## src/rtl/lap_memory.sv

```systemverilog
// Circular lap-time store: captures the time word on a save press, browses laps newest-to-oldest.
// Define LAP_SPLIT_EN to build the split-time output (second read port plus subtractor).
module lap_memory #(
    parameter  int WIDTH = 32,
    parameter  int DEPTH = 8,
    localparam int CW    = $clog2(DEPTH + 1)
) (
    input  logic             CLK,
    input  logic             RST,
    input  logic             active,
    input  logic [1:0]       KEY,
    input  logic [WIDTH-1:0] in,
    output logic [WIDTH-1:0] lap_out,
    output logic [WIDTH-1:0] split_out,
    output logic [CW-1:0]    view_idx,
    output logic [CW-1:0]    count,
    output logic             full,
    output logic             saved
);
    localparam int PW = $clog2(DEPTH);

    logic [1:0]       r_key_s1;
    logic [1:0]       r_key_s2;
    logic [1:0]       r_key_prev;
    logic [1:0]       r_armed;
    logic [1:0]       r_vld;
    logic [1:0]       r_ev;
    logic [1:0]       w_press;
    logic             w_save;
    logic             w_browse;
    logic [PW-1:0]    r_wr_ptr;
    logic [PW-1:0]    w_wr_ptr_nxt;
    logic [CW-1:0]    r_count;
    logic [CW-1:0]    w_count_nxt;
    logic [CW-1:0]    r_view;
    logic [CW-1:0]    w_view_nxt;
    logic             r_full;
    logic             r_saved;
    logic [PW-1:0]    w_slot;
    logic [WIDTH-1:0] r_lap;
    logic [WIDTH-1:0] r_split;
    logic [WIDTH-1:0] r_mem [DEPTH];

    // Physical slot of view index v: (ptr - 1 - v) mod DEPTH, valid for any DEPTH.
    function automatic logic [PW-1:0] f_slot(input logic [PW-1:0] ptr, input logic [CW-1:0] v);
        logic [CW:0] s;
        s = (CW + 1)'(ptr) + (CW + 1)'(DEPTH - 1) - (CW + 1)'(v);
        if (s >= (CW + 1)'(DEPTH)) begin
            s = s - (CW + 1)'(DEPTH);
        end else begin
            s = s;
        end
        return PW'(s);
    endfunction

    // Button synchroniser, previous-value stage and registered press events.
    // A key only arms once it has been seen released after reset, so a button
    // held through reset release cannot fire.
    always_ff @(posedge CLK) begin
        if (RST) begin
            r_key_s1   <= 2'b11;
            r_key_s2   <= 2'b11;
            r_key_prev <= 2'b11;
            r_armed    <= 2'b00;
            r_vld      <= 2'b00;
            r_ev       <= 2'b00;
        end else begin
            r_key_s1   <= KEY;
            r_key_s2   <= r_key_s1;
            r_key_prev <= r_key_s2;
            r_vld      <= {r_vld[0], 1'b1};
            r_armed    <= r_armed | (r_key_s2 & {2{r_vld[1]}});
            r_ev       <= w_press;
        end
    end

    assign w_press = r_armed & r_key_prev & ~r_key_s2;

    // Next-state for pointer, count and view; save takes priority over browse.
    always_comb begin
        w_save       = r_ev[0] & active;
        w_browse     = r_ev[1] & (r_count != {CW{1'b0}});
        w_wr_ptr_nxt = r_wr_ptr;
        w_count_nxt  = r_count;
        w_view_nxt   = r_view;
        if (w_save) begin
            w_wr_ptr_nxt = (r_wr_ptr == PW'(DEPTH - 1)) ? {PW{1'b0}} : r_wr_ptr + PW'(1);
            w_count_nxt  = (r_count == CW'(DEPTH)) ? r_count : r_count + CW'(1);
            w_view_nxt   = {CW{1'b0}};
        end else if (w_browse) begin
            w_view_nxt = (r_view == r_count - CW'(1)) ? {CW{1'b0}} : r_view + CW'(1);
        end else begin
            w_view_nxt = r_view;
        end
    end

    // Control state registers.
    always_ff @(posedge CLK) begin
        if (RST) begin
            r_wr_ptr <= {PW{1'b0}};
            r_count  <= {CW{1'b0}};
            r_view   <= {CW{1'b0}};
            r_full   <= 1'b0;
            r_saved  <= 1'b0;
        end else begin
            r_wr_ptr <= w_wr_ptr_nxt;
            r_count  <= w_count_nxt;
            r_view   <= w_view_nxt;
            r_full   <= (w_count_nxt == CW'(DEPTH));
            r_saved  <= w_save;
        end
    end

    // Lap storage; contents are unreachable until written, so no reset.
    always_ff @(posedge CLK) begin
        if (w_save && !RST) begin
            r_mem[w_slot_wr()] <= in;
        end else begin
            r_mem <= r_mem;
        end
    end

    function automatic logic [PW-1:0] w_slot_wr();
        return r_wr_ptr;
    endfunction

    assign w_slot = f_slot(r_wr_ptr, r_view);

`ifdef LAP_SPLIT_EN
    logic [PW-1:0] w_slot_older;
    assign w_slot_older = (w_slot == {PW{1'b0}}) ? PW'(DEPTH - 1) : w_slot - PW'(1);
`endif

    // Registered read stage for the viewed lap and its split.
    always_ff @(posedge CLK) begin
        if (RST) begin
            r_lap   <= {WIDTH{1'b0}};
            r_split <= {WIDTH{1'b0}};
        end else if (r_count == {CW{1'b0}}) begin
            r_lap   <= {WIDTH{1'b0}};
            r_split <= {WIDTH{1'b0}};
        end else begin
            r_lap <= r_mem[w_slot];
`ifdef LAP_SPLIT_EN
            r_split <= (r_view == r_count - CW'(1)) ? r_mem[w_slot]
                                                     : r_mem[w_slot] - r_mem[w_slot_older];
`else
            r_split <= {WIDTH{1'b0}};
`endif
        end
    end

    assign lap_out   = r_lap;
    assign split_out = r_split;
    assign view_idx  = r_view;
    assign count     = r_count;
    assign full      = r_full;
    assign saved     = r_saved;
endmodule

```

## config.mk

```make
export PLATFORM = sky130hd
export DESIGN_NAME = lap_memory
export DESIGN_NICKNAME = d
export VERILOG_FILES = /design/src/rtl/lap_memory.sv
export SDC_FILE = /design/constraint.sdc
export NUM_CORES = 1
export LEC_CHECK = 0
export ABC_AREA = 1
export BUFFER_PORTS_ARGS = -buffer_cell sky130_fd_sc_hd__buf_2
export CAP_MARGIN = 20
export CORE_MARGIN = 4
export CORE_UTILIZATION = 50
export CTS_CLUSTER_DIAMETER = 150
export DETAILED_ROUTE_END_ITERATION = 10
export HOLD_SLACK_MARGIN = 0.1
export PLACE_DENSITY = 0.69
export SLEW_MARGIN = 30
export SYNTH_ARGS = -nofsm -noshare
export SYNTH_HDL_FRONTEND = slang
export SYNTH_SLANG_ARGS = --single-unit
```

## constraint.sdc

```tcl
create_clock -name CLK -period 7.1 [get_ports CLK]
set_clock_uncertainty 0.05 [all_clocks]
set_input_delay 0 -clock CLK [delete_from_list [all_inputs] [get_ports CLK]]
set_output_delay 0 -clock CLK [all_outputs]
set_load 0.05 [all_outputs]
```

==> impl_results.md, run 1 <==
- WL per Instance: 16.19 um
- Crit Path Max Fanout: 65
- VDD IR max: 0.0001482 V
- Post-Synth Adder-Cell Area: 0.007757
- Most frequent cell on the critical path: nand2_1
- DP Wirelength: 12470 um
- Crit path kind: reg2reg
- Synthesized instance count: roughly 1000
- DRC: 0
- Final GP Congestion: between 0.7 and 0.8
- EDFF count, synth: 256
- DIE AREA: 0.02709 mm^2
- Nets: 1194
- Buffer depth of the longest clock path: 3
- Hold Crit Class: in2reg
- Slowest Stage Delay on Critical Path: 0.60 ns
- Critical Path AT: 3.75 ns
- Min-Delay Endpoint: r_mem[25]$_DFFE_PP_
- Post-synth top area share: 0.6271
- Gr usage total: 0.1788
- PortBufs: 78
- Initial antenna violation count: 1
- Count of pins over their slew limit: 0
- Synth-to-Final Area Change: 16.46%
- Layout fillers: 1940
- Global-route wire length before repair: 38200 um
- Synth Area in Compound Gates: 0.04797
- Post-synthesis simple-gate area fraction: 0.1642
- Critical R2R Launch: view_idx[0]$_SDFFE_PP0P_
- Slew @ Worst Pin: 0.8385 ns
- GRT Residual Overflow: 0
- R2R setup slack: 3.77 ns
- MaxCap Viol Count: 0
- CP cell instances: inv_1, ha_4, fa_2, buf_4, inv_2, buf_4, nand3_1, nand2_1, nand2_1, nand2_1, nor2_1
- Critical Path End Type: register
- Core Area: between 0.02 and 0.025 mm^2
- Hold path depth: 2
- Relative slew slack: 0.4410
- CTS tree: done
- Row count: 57
- Fmax: 300.3 MHz
- Top-count cell post-synth: nand2_1
- Post_cts resized: 0
- Synth Area in XOR/XNOR: 0.002858
- Area contributors post-synth: edfxtp_1 63%, dfxtp_1 9.3%, nand2_1 7.9%
- Ys Warns: 0
- Die width: between 150 and 200 um
- Clk sink count: approximately 310
- Layout cells sized above 1: 0.1397
- Slowest CP cell: buf_4
- LEAKAGE: 0.005430 uW
- Hold Path Origin: in[25]
- Cell variety after synth: 28
- Top Family by Delay on Critical Path: buffers and inverters
- Total wire length: ~24000 um
- Final min period: 3.330 ns
- Fraction of synthesized area in multiplexers: 0
- Post-Syn Area: 0.01226 mm^2
- Seq/Total Area, Yosys: 0.7201
- Initial core utilization: 0.5056
- Final number of hold-violating endpoints: 0
- Worst skew pair latency: between 0.5 and 0.6 ns
- Post-DR vias/cell: about 5.1
- Largest net degree at the start of global routing: 107
- Ant diodes: 0
- Initial DRC count: approximately 640
- Largest family of logic cells by synthesized area: simple AND/OR/NAND/NOR gates
- Worst r2r dst: lap_out[7]$_SDFF_PP0_
- Sum Neg Setup Slack: 0 ns
- Die span in y: 164.6 um
- Root buffer cell: clkbuf_16
- Register area: just under 0.009 mm^2
- Critical Path RT: 7.52 ns
- Status: complete, no violations
- H-tree depth: 1
- Main synth FF type: edfxtp_1
- Multi-input gate area in the final layout: 0.002927 mm^2
- CP bufs+invs: 4
- Vias: 7639
- First-pass detailed-route iteration total: 5
- Syn_area_per_cell: 11.80 um^2
- Synth async-reset ratio: 0
- Pwr dens: roughly 270 mW/mm^2
- Clock Pin Slew Worst Setup and Hold Paths: 0.06 ns
- RSZ-0062 raised after global routing: no
- Fin Hold WS: 0.2021 ns
- Cells on worst reg2reg path: 11
- Vias in the first global route: 7288
- Routed Antenna Nets: 0
- # setup viols final: 0
- Critical Path Source Type: register
- Yosys top cell by area: edfxtp_1
- Setup crit start: view_idx[0]$_SDFFE_PP0P_
- Final period util: 0.4690
- Total CTS buffers: 31
- Synth top cells by count: 259 x nand2_1, 256 x edfxtp_1, 153 x nor2_1
- Num ports: roughly 110
- Yosys reg bits: 313
-- area by class of cell --
| cell class | instances | share of cell area |
|---|---|---|
| Clock buffer | 38 | 0.05968 |
| Clock inverter | 19 | 0.01919 |
| Inverter | 23 | 0.006222 |
| Multi-Input combinational cell | 651 | 0.2050 |
| Sequential cell | 313 | 0.6184 |
| Tap cell | 324 | 0.02839 |
| Timing Repair Buffer | 130 | 0.06318 |
-- power by group --
group	switching, uW	leakage (uW)	internal [uW]
sequential	1.47	0.00276	1990
clock	663	0.000549	1100
combinational	76.1	0.00212	28.6
-- worst register-to-register path: stages (launching register included) --
cell and delay [ns]:
dfxtp_1 0.40, inv_1 0.13, ha_4 0.18, fa_2 0.51
buf_4 0.60, inv_2 0.47, buf_4 0.42, nand3_1 0.18
nand2_1 0.08, nand2_1 0.07, nand2_1 0.06, nor2_1 0.09
-- through the flow --
stage	cells	cell area (um^2)	utilization	setup WS, ns	power, uW
after floorplan	1070	12380	-	4.501	2098
after global placement	1401	12730	0.5250	3.865	2111
after detailed placement	1402	12760	0.5263	3.804	2113
after CTS	1498	14280	0.5888	3.749	3883
after global routing	1498	14280	0.5888	3.538	3968
final	1498	14280	0.5888	3.770	3856
-- registers in the layout (all words and copies together) (netlist names) --
register,cells
count,4
r_key_prev,2
r_key_s2,2
r_ev,2
r_vld,2
r_armed,2
view_idx,4
lap_out,32
saved,1
r_mem,256
r_key_s1,2
r_wr_ptr,3
full,1
-- layer usage --
metal / vias up / global-route usage / part of all wire
met4: 2 / 0.04499 / 0.017
met2: 197 / 0.2995 / 0.49
met3: 36 / 0.03319 / 0.056
met1: 3673 / 0.2437 / 0.44
met5: - / 0 / 0.00054
li1: 3731 / - / -
-- timing repair --
item	CTS	global route
endpoints found under the hold margin	281	0
setup buffers	0	0
hold buffers	39	0
-- layout by cell type (no fill, tap or decap), types with 31 or more instances in the layout --
cell type and count:
buf_2 78, clkbuf_16 31, conb_1 32, dfxtp_1 57, dlygate4sd3_1 39, edfxtp_1 256, nand2_1 259, nand3_1 77
nor2_1 145, o21ai_0 38, o21ai_1 32, o22ai_1 33
-- worst max-delay path by stage --
stage / end / cells after the start
3_3_place_gp: lap_out[24]$_SDFF_PP0_ / 11
3_5_place_dp: lap_out[24]$_SDFF_PP0_ / 11
6_report: lap_out[7]$_SDFF_PP0_ / 11
4_1_cts: lap_out[7]$_SDFF_PP0_ / 11
2_1_floorplan: r_mem[100]$_DFFE_PP_ / 4
5_1_grt: lap_out[7]$_SDFF_PP0_ / 11
-- cells by family after synthesis --
family | count (synthesis)
other cells | 1
fa+ha+maj | 7
xor+xnor | 4
buf+inv | 106
compound gates | 107
simple gates | 501
flops | 313
Note: power is estimated with default switching activity, not from simulation.
==> run 2: changes to the inputs <==
- ABC_AREA: 1 -> 0
- PLACE_DENSITY: 0.69 -> 0.72
- clock period: 7.1 -> 2.9 ns (I/O delays scaled with it)
==> run 2 against run 1 <==
  * Critical path depth fell by 4
  * Non-clock buffer count rose by 15
  * Final area shrank 2.3%
  * Die area fell by 4.4%
  * Combinational power rose by 130%
  * Synthesized cell count is 40% lower
  * Maximum frequency rose by 29%
  * Largest cell class unchanged
  * Sequential share of layout area increased by 1.4 points
  * Total power grew 130%
==> impl_results.md, run 2 <==
- Area contributors post-synth: edfxtp_1 66%, mux4_2 12%, dfxtp_1 9.8% (was edfxtp_1 63%, dfxtp_1 9.3%, nand2_1 7.9%)
- Num ports: 111 (unchanged)
- PortBufs: 78 (unchanged)
- DP Wirelength: 13520 um (was 12470 um)
- Register area: 0.008828 mm^2 (unchanged)
- CP cell instances: inv_1, ha_4, fa_4, buf_12, mux4_2, nand2_1, a21oi_1 (was inv_1, ha_4, fa_2, buf_4, inv_2, buf_4, nand3_1, nand2_1, nand2_1, nand2_1, nor2_1)
- Syn_area_per_cell: 18.62 um^2 (was 11.80 um^2)
- Post-DR vias/cell: 5.303 (was 5.099)
- Count of pins over their slew limit: 0 (unchanged)
- Min-Delay Endpoint: r_mem[24]$_DFFE_PP_ (was r_mem[25]$_DFFE_PP_)
- Total wire length: 22760 um (was 24260 um)
- Post-Layout Inst Area: 0.01396 mm^2 (was 0.01428 mm^2)
- R2R setup slack: 0.32 ns (was 3.77 ns)
- Final GP Congestion: 0.7070 (was 0.7953)
- Buffer depth of the longest clock path: 3 (unchanged)
- Reg with most FFs: r_mem (unchanged)
- Synth top cells by count: 256 x edfxtp_1, 75 x nand2_1, 64 x mux4_2 (was 259 x nand2_1, 256 x edfxtp_1, 153 x nor2_1)
- Gr usage total: 0.1791 (was 0.1788)
- Fin util: 0.6108 (was 0.5888)
- Worst skew pair latency: 0.54 ns (was 0.55 ns)
- Layout fillers: 1678 (was 1940)
- Die span in y: 160.9 um (was 164.6 um)
- Fin Hold WS: 0.2091 ns (was 0.2021 ns)
- Critical Path Source Type: register (unchanged)
- Ant diodes: 0 (unchanged)
- Final Non-Filler Cells: 1113 (was 1498)
- Final period util: 0.8911 (was 0.4690)
- Top-count cell post-synth: edfxtp_1 (was nand2_1)
- Cell variety after synth: 35 (was 28)
- Ys Warns: 0 (unchanged)
- Crit path kind: reg2reg (unchanged)
- Pwr dens: 632.2 mW/mm^2 (was 270.0 mW/mm^2)
- LEAKAGE: 0.004967 uW (was 0.005430 uW)
- RSZ-0062 raised after global routing: no (unchanged)
- Seq/Total Area, Yosys: 0.7548 (was 0.7201)
- Critical R2R Launch: view_idx[0]$_SDFFE_PP0P_ (unchanged)
- Total CTS buffers: 30 (was 31)
- Yosys top cell by area: edfxtp_1 (unchanged)
- Root buffer cell: clkbuf_16 (unchanged)
- Yosys reg bits: 313 (unchanged)
- Relative slew slack: 0.5365 (was 0.4410)
- Synth async-reset ratio: 0 (unchanged)
- Cells on worst reg2reg path: 7 (was 11)
- Critical Path RT: 3.27 ns (was 7.52 ns)
- Critical Path AT: 2.95 ns (was 3.75 ns)
- Post-Syn Area: 0.01170 mm^2 (was 0.01226 mm^2)
- Vias in the first global route: 6154 (was 7288)
- Multi-input gate area in the final layout: 0.002666 mm^2 (was 0.002927 mm^2)
- Slowest Stage Delay on Critical Path: 0.96 ns (was 0.60 ns)
- Slew @ Worst Pin: 0.6943 ns (was 0.8385 ns)
- Layout cells sized above 1: 0.2950 (was 0.1397)
- Clk sink count: 313 (unchanged)
- Initial antenna violation count: 0 (was 1)
- Synthesized instance count: 628 (was 1039)
- MaxCap Viol Count: 0 (unchanged)
- DRC: 0 (unchanged)
- Final number of hold-violating endpoints: 0 (unchanged)
- Clock Pin Slew Worst Setup and Hold Paths: 0.06 ns (about the same)
- EDFF count, synth: 256 (unchanged)
- H-tree depth: 1 (unchanged)
- GRT Residual Overflow: 0 (unchanged)
- Row count: 55 (was 57)
- # setup viols final: 0 (unchanged)
- Area of placed instances: 0.01260 mm^2 (was 0.01276 mm^2)
- Main synth FF type: edfxtp_1 (unchanged)
- Final min period: 2.584 ns (was 3.330 ns)
- Hold Crit Class: in2reg (unchanged)
- Commonest cells after routing, fill and taps aside: 256 x edfxtp_1, 78 x buf_2, 75 x nand2_1 (was 259 x nand2_1, 256 x edfxtp_1, 145 x nor2_1)
- Die width: 160.9 um (was 164.6 um)
- Slowest CP cell: fa_4 (was buf_4)
- Initial DRC count: 417 (was 639)
- Largest net degree at the start of global routing: 31 (was 107)
- Commonest non-fill, non-tap cell in the layout: edfxtp_1 (was nand2_1)
- Worst r2r dst: lap_out[19]$_SDFF_PP0_ (was lap_out[7]$_SDFF_PP0_)
- Global-route wire length before repair: 35850 um (was 38200 um)
- First-pass detailed-route iteration total: 5 (unchanged)
- Hold Path Origin: in[24] (was in[25])
- Routed Antenna Nets: 0 (unchanged)
- Sum Neg Setup Slack: 0 ns (unchanged)
- Critical Path End Type: register (unchanged)
- Vias: 5902 (was 7639)
- Synth-to-Final Area Change: 19.32% (was 16.46%)
- Core Area: 0.02285 mm^2 (was 0.02425 mm^2)
- WL per Instance: 20.45 um (was 16.19 um)
- Nets: 820 (was 1194)
- Post-synth top area share: 0.6573 (was 0.6271)
- Placed cell count: 1017 (was 1402)
- Setup crit start: view_idx[0]$_SDFFE_PP0P_ (unchanged)
- Fmax: 387.0 MHz (was 300.3 MHz)
- DIE AREA: 0.02590 mm^2 (was 0.02709 mm^2)
- Status: complete, no violations (unchanged)
- Initial core utilization: 0.5119 (was 0.5056)
- CTS tree: done (unchanged)
- Flip-flop count of the largest register after layout: 256 (unchanged)
- Crit Path Max Fanout: 30 (was 65)
- VDD IR max: 0.0004191 V (was 0.0001482 V)
- Hold path depth: 2 (unchanged)
run 2: changes by cell type in the layout (fill, tap and decap cells not counted), moves of 8 or more:
cell,delta
nand3_1,-71
o21ai_1,-32
buf_4,+8
nor2_1,-135
o22ai_1,-33
o21ai_0,-37
mux4_2,+64
buf_12,+8
nand2_1,-184
a21oi_1,+37
inv_1,-15
run 2: critical path: cells and delay by family (launching register included):
family | cells | cell delay, ns
adder cells (fa/ha/maj) | 2 | 1.14
buffers and inverters | 2 | 0.39
AND/OR/NAND/NOR | 1 | 0.08
multiplexers | 1 | 0.33
flip-flops | 1 | 0.39
AO/OA/AOI/OAI | 1 | 0.06
run 2: layout make-up:
class,count,area share
Timing Repair Buffer,145,0.07836
Tap cell,313,0.02806
Clock inverter,17,0.009862
Multi-Input combinational cell,280,0.1911
Clock buffer,39,0.05845
Sequential cell,313,0.6326
Inverter,6,0.001614
run 2: metal layers:
layer / wire, um / track usage / vias up
met5: 0 / 0 / -
li1: - / - / 2648
met4: 561 / 0.04731 / 0
met2: 11740 / 0.3072 / 197
met3: 1213 / 0.02617 / 41
met1: 9245 / 0.2438 / 3016
run 2: cell families after synthesis:
logic type      count (synthesis)  share of synthesized area
fa+ha+maj                       7                   0.008130
mux                            65                     0.1241
xor+xnor                       12                    0.01091
compound gates                 44                    0.02000
flops                         313                     0.7548
other cells                     1                  0.0003206
simple gates                  120                    0.04514
buf+inv                        66                    0.03658
run 2: power breakdown:
part	switching, uW	internal (uW)	leakage [uW]
sequential	3.35	4860	0.00276
clock	1560	2160	0.000466
combinational	171	71.2	0.00174
run 2: stage by stage:
stage | worst slack (ns) | total power [uW]
floorplan | 0.05664 | 5120
detailed placement | 0.3181 | 5157
finish | 0.3160 | 8823
CTS | 0.3088 | 8902
global route | 0.1876 | 9116
global placement | 0.3667 | 5147
run 2: timing repair:
item,in CTS,in global routing
hold buffers,40,0
gates resized for setup,0,0
hold endpoints to repair,281,0
buffers inserted,0,0
run 2: worst max-delay path by stage:
stage	to	slack [ns]	depth (start not counted)
3_3_place_gp	lap_out[18]$_SDFF_PP0_	0.37	7
4_1_cts	lap_out[19]$_SDFF_PP0_	0.31	7
2_1_floorplan	r_mem[160]$_DFFE_PP_	0.06	4
5_1_grt	lap_out[10]$_SDFF_PP0_	0.19	7
6_report	lap_out[19]$_SDFF_PP0_	0.32	7
3_5_place_dp	lap_out[19]$_SDFF_PP0_	0.32	7
==> run 3: changes to the inputs <==
- MAX_ROUTING_LAYER: default -> met4
- clock period: 2.9 -> 2.11 ns (I/O delays scaled with it)
==> run 3 against run 2 <==
  * The run now ends with negative setup slack left
  * Clock power up 53%
  * Sequential power up 37%
  * Register-to-register slack worse by 0.42 ns
  * Total power up 44%
  * Hold slack better by 0.044 ns
  * Routed wire length down 2.1%
  * First-iteration DRC count up 1.7%
  * Critical path type unchanged
  * Highest routed layer unchanged
==> impl_results.md, run 3 (synthesis results as in run 2) <==
- Row count: 55 (unchanged)
- CP bufs+invs: 2 (unchanged)
- GRT Residual Overflow: 0 (unchanged)
- H-tree depth: 2 (was 1)
- Violated checks: negative setup slack
- RSZ-0062 raised after global routing: yes (was no)
- Setup Fix Bufs, Post-CTS: 0 (unchanged)
- # setup viols final: 32 (was 0)
- Total CTS buffers: 34 (was 30)
- DRC: 0 (unchanged)
- Sequential share of power: 0.525 (was 0.551)
- Slowest CP cell: fa_4 (unchanged)
- Num ports: 111 (unchanged)
- Vias in the first global route: 6217 (was 6154)
- Reg with most FFs: r_mem (unchanged)
- Die span in y: 160.9 um (unchanged)
- Fin util: 0.6289 (was 0.6108)
- Detailed-routing wirelength on met1: 9016 um (was 9245 um)
- Initial core utilization: 0.5119 (unchanged)
- Critical Path Source Type: register (unchanged)
- Initial DRC count: 424 (was 417)
- Count of pins over their slew limit: 0 (unchanged)
- Clock network power share: 0.449 (was 0.421)
- Commonest cells after routing, fill and taps aside: 256 x edfxtp_1, 78 x buf_2, 64 x mux4_2 (was 256 x edfxtp_1, 78 x buf_2, 75 x nand2_1)
- Layout fillers: 1636 (was 1678)
- Multi-input gate area in the final layout: 0.002720 mm^2 (was 0.002666 mm^2)
- Met3 WL: 1222 um (was 1213 um)
- Gr usage total: 0.1793 (was 0.1791)
- Final number of hold-violating endpoints: 0 (unchanged)
- Comb pwr share: 0.026 (was 0.027)
- Initial antenna violation count: 1 (was 0)
- Post-DR vias/cell: 5.241 (was 5.303)
- Die width: 160.9 um (unchanged)
- Commonest non-fill, non-tap cell in the layout: edfxtp_1 (unchanged)
- Placed cell count: 1027 (was 1017)
- Slowest Stage Delay on Critical Path: 0.83 ns (was 0.96 ns)
- Final min period: 2.216 ns (was 2.584 ns)
- Area of placed instances: 0.01284 mm^2 (was 0.01260 mm^2)
- PortBufs: 78 (unchanged)
- WL per Instance: 19.78 um (was 20.45 um)
- Register area: 0.008835 mm^2 (was 0.008828 mm^2)
- First-pass detailed-route iteration total: 5 (unchanged)
- LEAKAGE: 0.005140 uW (was 0.004967 uW)
- Nets: 833 (was 820)
- Fmax: 451.2 MHz (was 387.0 MHz)
- Crit path kind: reg2reg (unchanged)
- Largest net degree at the start of global routing: 33 (was 31)
- Post-Layout Inst Area: 0.01437 mm^2 (was 0.01396 mm^2)
- Critical Path RT: 2.44 ns (was 3.27 ns)
- Flip-flop count of the largest register after layout: 256 (unchanged)
- Clock Pin Slew Worst Setup and Hold Paths: 0.06 ns (about the same)
- Top Family by Delay on Critical Path: adder cells (unchanged)
- Wire length on met2: 11610 um (was 11740 um)
- Final GP Congestion: 0.7154 (was 0.7070)
- DIE AREA: 0.02590 mm^2 (unchanged)
- Worst skew pair latency: 0.51 ns (was 0.54 ns)
- Sw Ratio: 0.1934 (was 0.1967)
- Vias: 5907 (was 5902)
- Global-route wire length before repair: 34760 um (was 35850 um)
- DP Wirelength: 12960 um (was 13520 um)
- Clk sink count: 313 (unchanged)
- VDD IR max: 0.0009284 V (was 0.0004191 V)
- Root buffer cell: clkbuf_16 (unchanged)
- Total wire length: 22290 um (was 22760 um)
- Hold Crit Class: in2reg (unchanged)
- Pint: 10270 uW (was 7087 uW)
- Status: complete, but fails checks (was complete, no violations)
- Final worst slack: -0.1065 ns (was 0.3160 ns)
- Synth-to-Final Area Change: 22.85% (was 19.32%)
- Layout cells sized above 1: 0.3309 (was 0.2950)
- Buffer depth of the longest clock path: 3 (unchanged)
- Routed Antenna Nets: 0 (unchanged)
- Highest routed metal layer: met4 (unchanged)
- Critical Path AT: 2.54 ns (was 2.95 ns)
- NetSw: 2462 uW (was 1736 uW)
- CP cell instances: inv_4, ha_4, fa_4, buf_12, mux4_2, nand2_1, a21oi_1 (was inv_1, ha_4, fa_4, buf_12, mux4_2, nand2_1, a21oi_1)
- Final period util: 1.050 (was 0.8911)
- Pwr dens: 886.1 mW/mm^2 (was 632.2 mW/mm^2)
- Crit Path Max Fanout: 24 (was 30)
- MaxCap Viol Count: 0 (unchanged)
- Final Non-Filler Cells: 1127 (was 1113)
- Critical Path End Type: register (unchanged)
- CTS tree: done (unchanged)
- Core Area: 0.02285 mm^2 (unchanged)
[run 3: changes by cell type in the layout (fill, tap and decap cells not counted), sizes merged, moves of 2 or more]
cell,before,now
clkbuf,39,54
buf,105,115
clkinv,12,2
clkinvlp,2,0
[run 3: worst paths after layout]
path / start / end / slack [ns] / cells after the start
hold / removal: in[23] / r_mem[215]$_DFFE_PP_ / 0.25 / 2
hold reg to reg: r_key_s1[1]$_SDFF_PP1_ / r_key_s2[1]$_SDFF_PP1_ / 0.36 / 1
setup / recovery: view_idx[0]$_SDFFE_PP0P_ / lap_out[28]$_SDFF_PP0_ / -0.11 / 7
setup reg to reg: view_idx[0]$_SDFFE_PP0P_ / lap_out[28]$_SDFF_PP0_ / -0.11 / 7
[run 3: power groups by stage]
stage / logic (uW) / clock network [uW] / registers (uW)
floorplan: 216 / 0 / 6820
global placement: 265 / 0 / 6810
CTS: 335 / 5810 / 6680
finish: 336 / 5710 / 6680
global route: 361 / 6090 / 6680
detailed placement: 277 / 0 / 6810
[run 3: repair_timing]
action | in CTS | in global routing
endpoints found under the hold margin | 285 | 0
endpoints found under the setup margin | 32 | 32
hold buffers | 39 | 0
gates resized for setup | 7 | 9
pin swaps | 2 | 9
[run 3: routing by layer]
layer	vias to the layer above	GRT usage
li1	2687	-
met1	3002	0.2317
met2	179	0.2978
met3	39	0.03233
met4	0	0.04886
met5	-	-
[run 3: final cells by class]
cell class              instances  area share
flip-flops and latches        313      0.6149
multi-input cells             280      0.1893
repair buffers                154     0.09108
clock buffers                  54     0.06940
well taps                     313     0.02726
clock inverters                 6    0.006183
inverters                       6    0.001742
diodes                          1   0.0001742
[run 3: per-stage QoR]
stage          setup slack (ns)  total power (uW)  TNS (ns)  hold WS, ns
2_1_floorplan           -0.1424              7038    -6.140      0.04887
3_3_place_gp           -0.06402              7079    -1.294       0.1354
3_5_place_dp            -0.1001              7092    -1.886       0.1371
4_1_cts                 -0.1083             12830    -2.627       0.2271
5_1_grt                 -0.1656             13130    -4.289       0.2652
6_report                -0.1065             12730    -2.428       0.2536
